**config.mk**
```make
export PLATFORM = sky130hd
export DESIGN_NAME = ap_ctrl_driver_flat
export DESIGN_NICKNAME = d
export VERILOG_FILES = /design/src/rtl/ap_ctrl_driver_if.sv /design/src/rtl/ap_ctrl_driver.sv /design/src/flat_wrapper.sv
export SDC_FILE = /design/constraint.sdc
export NUM_CORES = 1
export LEC_CHECK = 0
export ABC_CLOCK_PERIOD_IN_PS = 15700
export CORE_MARGIN = 2
export CORE_UTILIZATION = 53
export CTS_CLUSTER_DIAMETER = 200
export DETAILED_ROUTE_END_ITERATION = 10
export GPL_ROUTABILITY_DRIVEN = 0
export GPL_TIMING_DRIVEN = 0
export PLACE_DENSITY = 0.76
export SKIP_CTS_REPAIR_TIMING = 1
export SLEW_MARGIN = 20
export SYNTH_ARGS = -nofsm -noshare
export SYNTH_HDL_FRONTEND = slang
export SYNTH_SLANG_ARGS = --single-unit
```
**constraint.sdc**
```tcl
create_clock -name clock -period 15.7 [get_ports clock]
set_clock_uncertainty 0.05 [all_clocks]
set_input_delay 3.925 -clock clock [delete_from_list [all_inputs] [get_ports clock]]
set_output_delay 3.925 -clock clock [all_outputs]
set_load 0.05 [all_outputs]
```
**src/rtl/ap_ctrl_driver_if.sv**
```systemverilog
// rtl/ap_ctrl_driver_if.sv - ap_start/ap_ready/ap_done/ap_continue block-level handshake bundle
interface ap_ctrl_driver_if;
    logic ap_start;
    logic ap_ready;
    logic ap_done;
    logic ap_continue;

    modport master (output ap_start, output ap_continue, input ap_ready, input ap_done);
    modport slave  (input ap_start, input ap_continue, output ap_ready, output ap_done);
endinterface

```
**src/rtl/ap_ctrl_driver.sv**
```systemverilog
// rtl/ap_ctrl_driver.sv - ap_ctrl handshake initiator with outstanding limit, continue stall and latency measurement
module ap_ctrl_driver #(
    parameter int CNT_W   = 32,
    parameter int MAX_OUT = 4,
    parameter int STALL_W = 8
) (
    input  logic               clock,
    input  logic               reset,
    input  logic               cfg_start,
    input  logic [CNT_W-1:0]   cfg_num_trans,
    input  logic [STALL_W-1:0] cfg_cont_stall,
    ap_ctrl_driver_if.master   ap,
    output logic               busy,
    output logic               run_done,
    output logic [CNT_W-1:0]   started_cnt,
    output logic [CNT_W-1:0]   done_cnt,
    output logic [CNT_W-1:0]   last_latency,
    output logic [CNT_W-1:0]   max_latency,
    output logic [CNT_W-1:0]   total_cycles,
    output logic               err_protocol
);
    localparam int OW    = $clog2(MAX_OUT) + 1;
    localparam int PW    = (MAX_OUT > 1) ? $clog2(MAX_OUT) : 1;
    localparam int DEPTH = 1 << PW;

    typedef enum logic [1:0] {IDLE, RUN, DRAIN, FIN} state_t;

    state_t             state;
    logic [CNT_W-1:0]   num_reg;
    logic [STALL_W-1:0] stall_reg;
    logic [STALL_W-1:0] stall_cnt;
    logic [OW-1:0]      outstanding;
    logic [CNT_W-1:0]   cycle_cnt;
    logic [CNT_W-1:0]   fifo [0:DEPTH-1];
    logic [PW-1:0]      wr_ptr;
    logic [PW-1:0]      rd_ptr;

    logic               start_acc;
    logic               done_acc;
    logic               bypass;
    logic               proto_err;
    logic               normal_done;
    logic               done_ok;
    logic               push;
    logic [CNT_W-1:0]   latency;

    // Handshake outputs come only from registers, so no input-to-output path exists.
    assign ap.ap_start    = (state == RUN) && (started_cnt < num_reg) && (outstanding < OW'(MAX_OUT));
    assign ap.ap_continue = (stall_cnt == '0);

    assign start_acc   = ap.ap_start & ap.ap_ready;
    assign done_acc    = ap.ap_done & ap.ap_continue;
    assign bypass      = done_acc & (outstanding == '0) & start_acc;
    assign proto_err   = done_acc & (outstanding == '0) & ~start_acc;
    assign normal_done = done_acc & (outstanding != '0);
    assign done_ok     = bypass | normal_done;
    assign push        = start_acc & ~bypass;
    assign latency     = bypass ? '0 : (cycle_cnt - fifo[rd_ptr]);

    always_ff @(posedge clock) begin
        if (push) begin
            fifo[wr_ptr] <= cycle_cnt;
        end
    end

    always_ff @(posedge clock or posedge reset) begin
        if (reset) begin
            state        <= IDLE;
            num_reg      <= '0;
            stall_reg    <= '0;
            stall_cnt    <= '0;
            outstanding  <= '0;
            cycle_cnt    <= '0;
            wr_ptr       <= '0;
            rd_ptr       <= '0;
            busy         <= 1'b0;
            run_done     <= 1'b0;
            started_cnt  <= '0;
            done_cnt     <= '0;
            last_latency <= '0;
            max_latency  <= '0;
            total_cycles <= '0;
            err_protocol <= 1'b0;
        end else begin
            cycle_cnt <= cycle_cnt + 1'b1;
            run_done  <= 1'b0;

            if (done_acc) begin
                stall_cnt <= stall_reg;
            end else if (stall_cnt != '0) begin
                stall_cnt <= stall_cnt - 1'b1;
            end

            if (push) begin
                wr_ptr <= wr_ptr + 1'b1;
            end
            if (normal_done) begin
                rd_ptr <= rd_ptr + 1'b1;
            end

            if (start_acc && !done_ok) begin
                outstanding <= outstanding + 1'b1;
            end else if (done_ok && !start_acc) begin
                outstanding <= outstanding - 1'b1;
            end

            if (start_acc) begin
                started_cnt <= started_cnt + 1'b1;
            end
            if (proto_err) begin
                err_protocol <= 1'b1;
            end
            if (done_ok) begin
                done_cnt     <= done_cnt + 1'b1;
                last_latency <= latency;
                if (latency > max_latency) begin
                    max_latency <= latency;
                end
            end

            if ((state == RUN || state == DRAIN) && total_cycles != '1) begin
                total_cycles <= total_cycles + 1'b1;
            end

            case (state)
                IDLE: begin
                    if (cfg_start) begin
                        num_reg      <= cfg_num_trans;
                        stall_reg    <= cfg_cont_stall;
                        started_cnt  <= '0;
                        done_cnt     <= '0;
                        last_latency <= '0;
                        max_latency  <= '0;
                        total_cycles <= '0;
                        err_protocol <= 1'b0;
                        if (cfg_num_trans == '0) begin
                            state    <= FIN;
                            run_done <= 1'b1;
                        end else begin
                            state <= RUN;
                            busy  <= 1'b1;
                        end
                    end
                end
                RUN: begin
                    if (started_cnt == num_reg) begin
                        state <= DRAIN;
                    end
                end
                DRAIN: begin
                    if (outstanding == '0) begin
                        state    <= FIN;
                        busy     <= 1'b0;
                        run_done <= 1'b1;
                    end
                end
                FIN: begin
                    state <= IDLE;
                end
                default: begin
                    state <= IDLE;
                end
            endcase
        end
    end
endmodule

```
**src/flat_wrapper.sv**
```systemverilog
// flat-port wrapper written by rule: the top's interface ports become plain ports
module ap_ctrl_driver_flat 
#(
    parameter int CNT_W   = 32,
    parameter int MAX_OUT = 4,
    parameter int STALL_W = 8
)
  (clock, reset, cfg_start, cfg_num_trans, cfg_cont_stall, busy, run_done, started_cnt, done_cnt, last_latency, max_latency, total_cycles, err_protocol, ap_ap_start, ap_ap_continue, ap_ap_ready, ap_ap_done);
  ap_ctrl_driver_if ap_i ();
  input  logic clock;
  input  logic reset;
  input  logic cfg_start;
  input  logic [CNT_W-1:0] cfg_num_trans;
  input  logic [STALL_W-1:0] cfg_cont_stall;
  output logic busy;
  output logic run_done;
  output logic [CNT_W-1:0] started_cnt;
  output logic [CNT_W-1:0] done_cnt;
  output logic [CNT_W-1:0] last_latency;
  output logic [CNT_W-1:0] max_latency;
  output logic [CNT_W-1:0] total_cycles;
  output logic err_protocol;
  output wire logic [$bits(ap_i.ap_start)-1:0] ap_ap_start;
  output wire logic [$bits(ap_i.ap_continue)-1:0] ap_ap_continue;
  input wire logic [$bits(ap_i.ap_ready)-1:0] ap_ap_ready;
  input wire logic [$bits(ap_i.ap_done)-1:0] ap_ap_done;
  assign ap_ap_start = ap_i.ap_start;
  assign ap_ap_continue = ap_i.ap_continue;
  assign ap_i.ap_ready = ap_ap_ready;
  assign ap_i.ap_done = ap_ap_done;
  ap_ctrl_driver #(.CNT_W(CNT_W), .MAX_OUT(MAX_OUT), .STALL_W(STALL_W)) u_core (.clock(clock), .reset(reset), .cfg_start(cfg_start), .cfg_num_trans(cfg_num_trans), .cfg_cont_stall(cfg_cont_stall), .ap(ap_i), .busy(busy), .run_done(run_done), .started_cnt(started_cnt), .done_cnt(done_cnt), .last_latency(last_latency), .max_latency(max_latency), .total_cycles(total_cycles), .err_protocol(err_protocol));
endmodule
```
==> impl_metrics.yaml, run 1 <==
critical_path:
  slowest_stage: "nor4_1"
  r2r-start: "u_core.rd_ptr[0]"
  worst_setup_path_start_kind: "input port"
  slowest_delay_ps: 540
  path_cells: "clkbuf_1 -> nand2_1 -> nor2_1 -> o2111a_1 -> buf_2 -> buf_1 -> nor2_1 -> ha_1 -> nand4_1 -> nor4_1 -> a221oi_1 -> o21ai_0 -> a211oi_1 -> a211oi_2 -> buf_2 -> buf_2 -> nand3_1 -> a21oi_1"
  r2r-end: "u_core.max_latency[24]"
  arrival_ps: 8650
  r2r_cells: 25
  r2r_slack_ps: 8160
  crit_required_ps: 16120
  path_common_cell: "buf_2"
  crit_type: "in -> reg"
  cp-end-kind: "flip-flop"
  path_max_fanout: 10
timing:
  hold_viol_final: 0
  setup_violations: 0
  slew_headroom: 0.392
  tns_ps: 0
  max_freq_mhz: 121
  tightestPinTransition_ps: 912
  holdWs_ps: 434
  fin_crit_ps: 8230
  rsz0062_at_grt: "no"
  min_period_over_period: 0.524
  report.final.slew_viol_count: 0
clock_tree:
  clk_pin_slew_worst_paths_ps: 60
  cts_root_buf: "clkbuf_16"
  cts_tree: "built"
  clkLatencyLatePin_ps: 580
  cts_num_sinks: 380
  clock_path_buffers: 3
  htreeDepth: 2
  cts_buffers: 42
yosys:
  syn-num-nets: 1975
  synth_compound_area_frac: 0.0890
  synthAdderAreaFrac: 0.0717
  synth_top_family_by_area: "simple AND/OR/NAND/NOR gates"
  synthArstFlopShare: 0.663
  synth.avg_cell_area_um2: 10.6
  synthFlopType: "dfrtp_1"
  synth-seq-cells: 380
  syn-cell-area_mm2: 0.0192
  synth-simple-area-share: 0.166
  ys_seq_area_frac: 0.528
  synth_mux_area_frac: 0.0413
  ys_warn_count: 0
  synth_xor_area_frac: 0.0661
  synth_edf_count: 128
  synth_cells: 1821
  ys_types: 74
power_and_ir_drop:
  peakVddDrop_uv: 70.6
  p_total_mw: 2.53
  power.leakage_nw: 9.89
  powerDensity_mw_per_mm2: 108
die:
  die_h_um: 194
  ios: 210
  die_w_um: 194
  die_area_mm2: 0.0378
  core_mm2: 0.0357
  num_rows: 69
  initial_core_util: 0.539
final_layout:
  fill_cells: 2710
  syn_to_final_growth_pct: 21.5
  top_register: "u_core.fifo"
  largest_reg_flops: 128
  final_area_mm2: 0.0234
  n_antenna_cell: 0
  layout.nets: 2234
  layout-drive-gt1-share: 0.0648
route:
  met2WireLength_um: 24200
  dr_wl_met3_um: 3390
  top_layer: "met4"
  routed_via_density: 5.79
  drc: 21
  postRouteAntennaNets: 0
  routedLengthMet1_um: 20900
  routedWlPerCell_um: 19.5
  drtIter0Drc: 969
  dr_total_vias: 14900
  first_pass_iters: 10
  finalWirelength_um: 50300
global_routing:
  grt_max_degree: 84
  track_usage: 0.270
  grt_pass1_vias: 15000
  grt.overflow.total: 0
  antenna_found_initial: 0
  grt_pass1_wl_um: 80900
run_status:
  violations: "DRC"
  outcome: "finished with violations"
flow_run:
  cap_violations: 0
hold_path:
  min_delay_path_depth: 1
  hold_start: "u_core.stall_cnt[0]"
  min_to: "u_core.stall_cnt[0]"
  hold_path.class: "reg -> reg"
place:
  dp_hpwl_um: 36600
  place.port_buffers: 208
  dpl_cell_area_mm2: 0.0221
-- worst max-delay path: cells and delay by family --
kind            cells  cell delay, ps
simple gates        6            1530
buf+inv             5            1660
compound gates      6            1220
fa+ha+maj           1             310
-- cells in the final DEF (no fill, tap or decap), drive strengths merged, types with 5 or more instances in the layout --
cell type	netlist	final
xnor2	79	79
dfrtp	252	252
o21ai	73	73
edfxtp	128	128
nand4	48	48
xor2	66	66
o2bb2ai	5	5
a211oi	12	12
ha	107	107
buf	20	27
and4	13	13
clkinv	0	17
nor2b	7	7
nand2	206	206
nor2	209	209
mux2i	5	5
a21o	15	15
inv	126	128
clkdlybuf4s50	0	208
o21a	7	7
clkbuf	40	96
nand3	60	60
mux4	32	32
nor3	42	42
a21oi	107	107
nor4	14	14
nand2b	9	9
or3	18	18
a31oi	9	9
and2	22	22
o211ai	6	6
and3	24	24
-- worst max-delay path by stage --
| stage | from | to | depth (start not counted) |
|---|---|---|---|
| after floorplan | reset | u_core.busy | 1 |
| after global placement | reset | u_core.cycle_cnt[16] | 2 |
| after detailed placement | ap_ap_done | u_core.max_latency[24] | 18 |
| after CTS | ap_ap_done | u_core.max_latency[24] | 18 |
| after global routing | ap_ap_done | u_core.max_latency[24] | 18 |
| final | ap_ap_done | u_core.max_latency[24] | 18 |
-- layer usage --
| metal | GRT usage | vias to the layer above |
|---|---|---|
| li1 | - | 6930 |
| met1 | 0.357 | 7331 |
| met2 | 0.448 | 512 |
| met3 | 0.0448 | 125 |
| met4 | 0.107 | 0 |
| met5 | 0 | - |
-- logic make-up after synthesis --
group	Yosys count
AOI/OAI and AO/OA	277
xor gates and xnor gates	145
adders and majority gates	109
buffers and inverters	186
DFF	380
muxes	39
and+or+nand+nor	685
-- area by class of cell --
class,instances,area (um2),share of cell area
inverters,126,480,0.0206
flip-flops and latches,380,10100,0.434
clock buffers,56,1140,0.0490
multi-input cells,1255,8350,0.358
clock inverters,22,153,0.00653
well taps,461,577,0.0247
plain buffers,60,250,0.0107
repair buffers,215,2250,0.0964
-- power breakdown --
part	total, mW	internal, mW	switching (mW)
Combinational	0.449	0.148	0.302
Sequential	1.14	1.10	0.0429
Clock	0.935	0.531	0.405
Total	2.53	1.78	0.749
-- cells in the mapped netlist, types with 22 or more instances --
master,n,share of area
a21oi_1,105,0.027
and2_1,22,0.0072
and3_1,24,0.0078
clkbuf_1,40,0.0078
dfrtp_1,252,0.33
edfxtp_1,128,0.20
ha_1,107,0.070
inv_1,126,0.025
mux4_2,32,0.037
nand2_1,206,0.040
nand3_1,60,0.016
nand4_1,48,0.016
nor2_1,208,0.041
nor3_1,41,0.011
o21ai_0,72,0.019
xnor2_1,79,0.036
xor2_1,66,0.030
-- through the flow --
stage / std cells / setup WS, ps / utilization
6_report: 2575 / 7470 / 0.655
5_1_grt: 2575 / 7130 / 0.655
4_1_cts: 2575 / 7540 / 0.655
3_5_place_dp: 2497 / 6990 / 0.619
3_3_place_gp: 2490 / 1480 / 0.614
2_1_floorplan: 1821 / 4800 / -
Power figures use the tool's default switching activity.
==> run 2, diff against run 1 <==
- ABC_CLOCK_PERIOD_IN_PS: 15700 -> 8200
- clock period: 15.7 -> 8.2 ns (I/O delays scaled with it)
==> impl_metrics.yaml, run 2 (same netlist as run 1, synthesis figures left out) <==
run_status:
  outcome: "finished with violations"
  violations: "DRC"
hold_path:
  min_delay_path_depth: 1
  hold_path.class: "reg -> reg"
die:
  core_mm2: 0.0357
  die_area_mm2: 0.0378
  initial_core_util: 0.539
  num_rows: 69
  die_w_um: 194
  ios: 210
  die_h_um: 194
critical_path:
  crit_required_ps: 8610
  critPathCapture: "u_core.max_latency[23]"
  r2r-end: "u_core.max_latency[23]"
  r2r_cells: 26
  worst_setup_path_start_kind: "flip-flop"
  r2r_slack_ps: 950
  crit_type: "reg -> reg"
  cp-end-kind: "flip-flop"
  path_max_fanout: 10
  r2r-start: "u_core.rd_ptr[0]"
  critPathLaunch: "u_core.rd_ptr[0]"
  arrival_ps: 7660
timing:
  report.final.slew_viol_count: 0
  tns_ps: 0
  fin_crit_ps: 7250
  rsz0062_at_grt: "no"
  min_period_over_period: 0.884
  max_freq_mhz: 138
  setup_violations: 0
  holdWs_ps: 428
  slew_headroom: 0.377
  hold_viol_final: 0
  tightestPinTransition_ps: 928
  setup_slack_ps: 948
place:
  place_worst_setup_slack_ps: 858
  dp_hpwl_um: 36600
  place.port_buffers: 208
  dpl.cell_count: 2502
  dpl_cell_area_mm2: 0.0221
final_layout:
  fill_cells: 2713
  largest_reg_flops: 128
  top_register: "u_core.fifo"
  layout_commonest_cell: "dfrtp_1"
  mostFrequentLayoutCells: "252 x dfrtp_1, 208 x nor2_1, 208 x clkdlybuf4s50_1"
  layout.cells.non_filler: 2574
  layout.nets: 2237
  syn_to_final_growth_pct: 21.7
  fin_util: 0.656
  layout-drive-gt1-share: 0.0644
  final_area_mm2: 0.0234
  n_antenna_cell: 0
global_routing:
  grt_max_degree: 35
  track_usage: 0.267
  grt_pass1_wl_um: 80200
  grt_pass1_vias: 15000
  antenna_found_initial: 0
  grt.overflow.total: 0
clock_tree:
  clkLatencyLatePin_ps: 560
  cts_tree: "built"
  cts_num_sinks: 380
  clock_path_buffers: 3
  clk_pin_slew_worst_paths_ps: 60
  cts_buffers: 40
  cts_root_buf: "clkbuf_16"
  htreeDepth: 2
route:
  drtIter0Drc: 918
  routed_via_density: 5.80
  dr_total_vias: 14900
  finalWirelength_um: 49600
  routedWlPerCell_um: 19.3
  postRouteAntennaNets: 0
  first_pass_iters: 11
  drc: 20
power_and_ir_drop:
  powerDensity_mw_per_mm2: 204
  peakVddDrop_uv: 162
  power.leakage_nw: 9.89
  p_total_mw: 4.78
flow_run:
  cap_violations: 0
-- run 2: report_power, final --
part           internal, mW  total [mW]  switching (mW)  leakage [nW]
Sequential             2.11        2.19          0.0791          4.55
Combinational         0.285       0.858           0.573          4.73
Clock                 0.996        1.73           0.738         0.605
Total                  3.39        4.78            1.39          9.89
-- run 2: how the worst min path moves through the flow --
stage                   startpoint                  end
5_1_grt        u_core.stall_cnt[0]  u_core.stall_cnt[0]
3_3_place_gp   u_core.stall_cnt[0]  u_core.stall_cnt[0]
3_5_place_dp   u_core.stall_cnt[0]  u_core.stall_cnt[0]
6_report       u_core.stall_cnt[0]  u_core.stall_cnt[0]
2_1_floorplan  u_core.stall_cnt[0]  u_core.stall_cnt[0]
4_1_cts        u_core.stall_cnt[0]  u_core.stall_cnt[0]
-- run 2: layer usage --
| metal | GRT usage | vias up | routed length, um |
|---|---|---|---|
| met5 | 0 | - | 0 |
| met4 | 0.0946 | 0 | 1570 |
| met3 | 0.0453 | 108 | 3350 |
| met2 | 0.438 | 508 | 23900 |
| met1 | 0.361 | 7389 | 20700 |
| li1 | - | 6934 | - |
-- run 2: critical path: stages, from the launching register on --
cell and delay, ps:
dfrtp_1 320, clkbuf_1 370, buf_1 710, mux4_2 390, ha_1 150, inv_1 50
fa_1 420, a211oi_1 410, nor4_1 120, nor2_1 190, a21boi_1 210, a21oi_1 190
o21ai_0 170, a221oi_1 700, xor2_1 270, nor2_1 80, ha_1 320, nand4_1 80
nor4_1 440, a221oi_1 180, o21ai_0 130, a211oi_1 80, a211oi_2 300, buf_2 280
buf_2 290, nand3_1 110, a21oi_1 140
-- run 2: final cells by class --
cell class                      count  area, um2  share of cell area
Sequential cell                   380      10100               0.434
Multi-Input combinational cell   1255       8350               0.357
Timing Repair Buffer              220       2340              0.0999
Clock buffer                       57       1140              0.0486
Tap cell                          461        577              0.0247
Inverter                          126        477              0.0204
Buffer                             60        251              0.0108
Clock inverter                     15        106             0.00455
